**src/rtl/mux_share_arbiter.sv**
```systemverilog
// Round-robin arbiter that owns one N_REQ-to-1 data mux and locks the grant for a whole burst.
// Optional stall watchdog: define MUX_SHARE_ARBITER_TIMEOUT_EN.
module mux_share_arbiter #(
    parameter int N_REQ          = 4,
    parameter int W              = 8,
    parameter int TIMEOUT_CYCLES = 16
) (
    input  logic               clk,
    input  logic               rst_n,
    input  logic [N_REQ-1:0]   req_valid,
    input  logic [N_REQ*W-1:0] req_data,
    input  logic [N_REQ-1:0]   req_last,
    output logic [N_REQ-1:0]   req_ready,
    output logic               out_valid,
    output logic [W-1:0]       out_data,
    output logic               out_last,
    input  logic               out_ready,
    output logic [N_REQ-1:0]   grant,
    output logic               busy,
    output logic               timeout_err
);

    localparam int IDX_W = $clog2(N_REQ);
    localparam logic [0:0] ST_IDLE = 1'b0;
    localparam logic [0:0] ST_LOCK = 1'b1;

    if (N_REQ < 2 || N_REQ > 16) begin : g_bad_nreq
        $error("mux_share_arbiter: N_REQ must be in 2..16");
    end
    if (TIMEOUT_CYCLES < 2) begin : g_bad_timeout
        $error("mux_share_arbiter: TIMEOUT_CYCLES must be >= 2");
    end

    logic [0:0]       state;
    logic [IDX_W-1:0] ptr;
    logic [IDX_W-1:0] g_idx;
    logic [IDX_W-1:0] next_ptr;
    logic [N_REQ-1:0] sel_grant;
    logic             sel_found;
    logic             lock;
    logic             g_valid;
    logic             release_burst;
    logic             wd_fire;

    assign lock    = (state == ST_LOCK);
    assign busy    = lock;
    assign g_valid = |(req_valid & grant);

    // Search ptr, ptr+1, ... (wrapping) and keep the first requester found.
    always_comb begin
        int idx;
        idx       = 0;
        sel_found = 1'b0;
        sel_grant = '0;
        for (int k = 0; k < N_REQ; k++) begin
            idx = int'(ptr) + k;
            if (idx >= N_REQ) idx = idx - N_REQ;
            if (!sel_found && req_valid[IDX_W'(idx)]) begin
                sel_found              = 1'b1;
                sel_grant[IDX_W'(idx)] = 1'b1;
            end
        end
    end

    always_comb begin
        g_idx = '0;
        for (int i = 0; i < N_REQ; i++) begin
            if (grant[i]) g_idx = IDX_W'(i);
        end
    end

    assign next_ptr = (g_idx == IDX_W'(N_REQ - 1)) ? '0 : g_idx + IDX_W'(1);

    // Shared channel: grant is one-hot or zero, so an AND-OR mux is sufficient.
    always_comb begin
        out_data  = '0;
        out_valid = lock & g_valid;
        out_last  = lock & |(req_last & grant);
        req_ready = grant & {N_REQ{lock & out_ready}};
        if (lock) begin
            for (int i = 0; i < N_REQ; i++) begin
                if (grant[i]) out_data = req_data[i*W +: W];
            end
        end
    end

    assign release_burst = out_valid & out_ready & out_last;

`ifdef MUX_SHARE_ARBITER_TIMEOUT_EN
    localparam int CNT_W = $clog2(TIMEOUT_CYCLES + 1);

    logic [CNT_W-1:0] stall_cnt;

    assign wd_fire = lock && !g_valid && (stall_cnt == CNT_W'(TIMEOUT_CYCLES - 1));

    // Counter sits at zero outside LOCK, so every new grant starts from a clean count.
    always_ff @(posedge clk or negedge rst_n) begin
        if (!rst_n) begin
            stall_cnt   <= '0;
            timeout_err <= 1'b0;
        end else begin
            timeout_err <= wd_fire;
            if (!lock || g_valid || wd_fire) begin
                stall_cnt <= '0;
            end else begin
                stall_cnt <= stall_cnt + CNT_W'(1);
            end
        end
    end
`else
    assign wd_fire     = 1'b0;
    assign timeout_err = 1'b0;
`endif

    always_ff @(posedge clk or negedge rst_n) begin
        if (!rst_n) begin
            state <= ST_IDLE;
            grant <= '0;
            ptr   <= '0;
        end else begin
            case (state)
                ST_IDLE: begin
                    if (sel_found) begin
                        state <= ST_LOCK;
                        grant <= sel_grant;
                    end
                end
                ST_LOCK: begin
                    if (release_burst || wd_fire) begin
                        state <= ST_IDLE;
                        grant <= '0;
                        ptr   <= next_ptr;
                    end
                end
                default: begin
                    state <= ST_IDLE;
                    grant <= '0;
                end
            endcase
        end
    end

endmodule

```
**config.mk**
```make
export PLATFORM = sky130hd
export DESIGN_NAME = mux_share_arbiter
export DESIGN_NICKNAME = d
export VERILOG_FILES = /design/src/rtl/mux_share_arbiter.sv
export SDC_FILE = /design/constraint.sdc
export NUM_CORES = 1
export LEC_CHECK = 0
export BUFFER_PORTS_ARGS = -buffer_cell sky130_fd_sc_hd__clkbuf_2
export CORE_UTILIZATION = 47
export CTS_CLUSTER_DIAMETER = 80
export DETAILED_ROUTE_END_ITERATION = 10
export GPL_TIMING_DRIVEN = 0
export PLACE_DENSITY = 0.87
export SLEW_MARGIN = 30
export SYNTH_ARGS = -nofsm -noshare
export SYNTH_HDL_FRONTEND = slang
export SYNTH_SLANG_ARGS = --single-unit
```
**constraint.sdc**
```tcl
create_clock -name clk -period 3.9 [get_ports clk]
set_input_delay 0.975 -clock clk [delete_from_list [all_inputs] [get_ports clk]]
set_output_delay 0.975 -clock clk [all_outputs]
set_load 0.03 [all_outputs]
```
==> impl_results.md <==
* Max Root-Sink Buffers at 2
* Largest net degree at the start of global routing at 11
* Congestion Overflow GR at 0
* Sink Count at 7
* Slew Limit Fails at 0
* Synth top area share at 0.161
* Mapped Area at 1090 µm²
* ANT cells at 0
* Buffers on Ports at 61
* Biggest area consumer among synthesized cells: dfrtp_1
* Area delta synth->final at 33.7%
* GRT Overall Usage at 0.266
* Outcome: complete, no violations
* Tmin final at 3.09 ns
* Asr flop ratio synth at 1.00
* Placeable Area at 2190 µm²
* Share of cells above drive strength 1 at 0.394
* Commonest non-fill, non-tap cells in the layout: 61 x clkbuf_2, 11 x nand2_1, 11 x a22oi_1
* Initial Util at 0.497
* DRC at 0
* Worst-Skew Late Latency at 0.24 ns
* I/O pins at 63
* Max-Cap Viols at 0
* EDFF count, synth at 0
* PnR worst setup slack at 0.809 ns
* Hold_ws at 0.551 ns
* Max incr delay on CP at 0.35 ns
* Fin cells at 221
* Final-report setup violation count at 0
* Post-synth cell types at 42
* Placed cell count at 217
* Hpwl dp at 2650 µm
* Hold Path Class: input port to async pin
* #FFs+latches synth at 7
* Fmax at 323 MHz
* CP required at 2.92 ns
* Commonest non-fill, non-tap cell in the layout: clkbuf_2
* Post-CTS Hold Buffers at 0
* RSZ-0062 raised after global routing: no
* Die area at 2510 µm²
* Worst-path clk slew at 0.05 ns
* Post-synthesis sequential area ratio at 0.161
* Setup WS pre-CTS at 1.15 ns
* Critical path arrival at 2.12 ns
* Final setup TNS at 0 ns
* Maximum VDD drop at 0.473 mV
* Final nets at 246
* RD Place Congestion at 0.894
* Vias in the first global route at 1212
* Static Leak at 0.733 nW
* Setup repair bufs after CTS at 0
* Final worst path period share at 0.793
* DR vias/cell at 6.08
* Ranking of synthesized cells by area: dfrtp_1 16%, ha_1 10%, a22oi_1 7.6%
* Die width at 50.1 µm
* Net Count, Synth at 180
* Mean Syn Cell Area at 8.50 µm²
* FP Rows at 17
* Crit path kind: flop to primary output
* DR vias at 1343
* Critical-path top delay cell: clkinv_1
* Post-CTS sizing at 0
* CTS tree: done
* Root Driver: clkbuf_4
* Ys flop type: dfrtp_1
* Worst path cell trace: clkbuf_1 -> clkinv_1 -> nand2_1 -> o221ai_1 -> a21oi_1 -> clkbuf_2
* ANT nets after route at 0
* Clock skew at 0.00171 ns
* Routed WL per cell at 15.1 µm
* Initial DRC count at 40
* Slew Limit Headroom at 0.569
* Critical Path Start Type: flop
* Worst slew pin tran at 0.645 ns
* Crit path max fanout at 9
* H-tree levels at 1
* DIE HEIGHT at 50.1 µm
* Yosys warnings at 0
* Syn Inst Count at 128
* PwrDens at 807 nW/µm²
* Critical path capture point type: primary output
* First-pass DRT Iterations at 6
* Global-route wire length before repair at 5230 µm
* TritonCTS Buffers at 3
* Initial antenna violation count at 0
* Final Hold Fails at 0
* Total wire length at 3330 µm
==> Yosys cell counts, drive strengths merged, types with 3 or more instances <==
| master | count |
|---|---|
| a21oi | 7 |
| a22oi | 11 |
| a31oi | 4 |
| and3 | 6 |
| buf | 4 |
| clkbuf | 4 |
| dfrtp | 7 |
| ha | 9 |
| inv | 4 |
| mux2 | 3 |
| mux2i | 5 |
| mux4 | 3 |
| nand2 | 11 |
| nand2b | 3 |
| nand4 | 3 |
| nor2 | 3 |
| nor2b | 3 |
| nor3 | 3 |
| nor4b | 3 |
| o21ai | 4 |
| o221ai | 6 |
==> metal layers <==
| metal | vias to the layer above | global-route usage | wire length, µm |
|---|---|---|---|
| met3 | 0 | 0.0556 | 286 |
| li1 | 636 | - | - |
| met1 | 627 | 0.318 | 1340 |
| met5 | - | 0 | 0 |
| met2 | 80 | 0.476 | 1710 |
| met4 | 0 | 0.0619 | 0 |
==> through the flow <==
stage	instance area (µm²)	utilization	total power, mW
6_report	1460	0.664	1.17
4_1_cts	1460	0.664	1.16
2_1_floorplan	1090	-	0.859
5_1_grt	1460	0.664	1.26
3_3_place_gp	1430	0.652	1.08
3_5_place_dp	1430	0.652	1.09
==> path summary, 6_finish.rpt <==
| check | start | to | slack (ns) | depth (start not counted) |
|---|---|---|---|---|
| max | grant[3] | out_data[2] | 0.81 | 6 |
| min | rst_n | grant[1] | 0.55 | 1 |
| max reg2reg | ptr[0] | grant[3] | 1.32 | 8 |
| min reg2reg | grant[0] | grant[0] | 0.65 | 2 |
| max in group asynchronous | rst_n | grant[3] | 3.19 | 1 |
| min in group clk | grant[0] | grant[0] | 0.65 | 2 |
==> final cells by class <==
class | instances | area, µm²
Fill cell | 179 | 736
Sequential cell | 7 | 175
Multi-Input combinational cell | 108 | 851
Inverter | 5 | 18.8
Timing Repair Buffer | 61 | 305
Tap cell | 28 | 35.0
Clock buffer | 4 | 26.3
Buffer | 8 | 43.8
==> kinds of logic after synthesis <==
| kind of cell | after synthesis | synth area share |
|---|---|---|
| AND/OR/NAND/NOR | 42 | 0.230 |
| AO/OA/AOI/OAI | 45 | 0.299 |
| other | 1 | 0.00344 |
| flip-flops | 7 | 0.161 |
| buffers and inverters | 13 | 0.0575 |
| adder cells (fa/ha/maj) | 9 | 0.103 |
| multiplexers | 11 | 0.146 |
==> sequential cells by signal (all words and copies together), names as in the netlist <==
name   cells
busy       1
ptr        2
grant      4
==> worst max-delay path, delay by kind of cell (launching register included) <==
kind,cells,cell delay (ns)
AO/OA/AOI/OAI,2,0.32
buffers and inverters,3,0.92
flip-flops,1,0.34
AND/OR/NAND/NOR,1,0.29
==> report_power, final <==
group / switching (mW) / internal, mW / total, mW
Combinational: 0.602 / 0.359 / 0.962
Sequential: 0.0471 / 0.101 / 0.148
Clock: 0.0254 / 0.0390 / 0.0643
Total: 0.675 / 0.499 / 1.17
(Power assumes the default switching activity.)
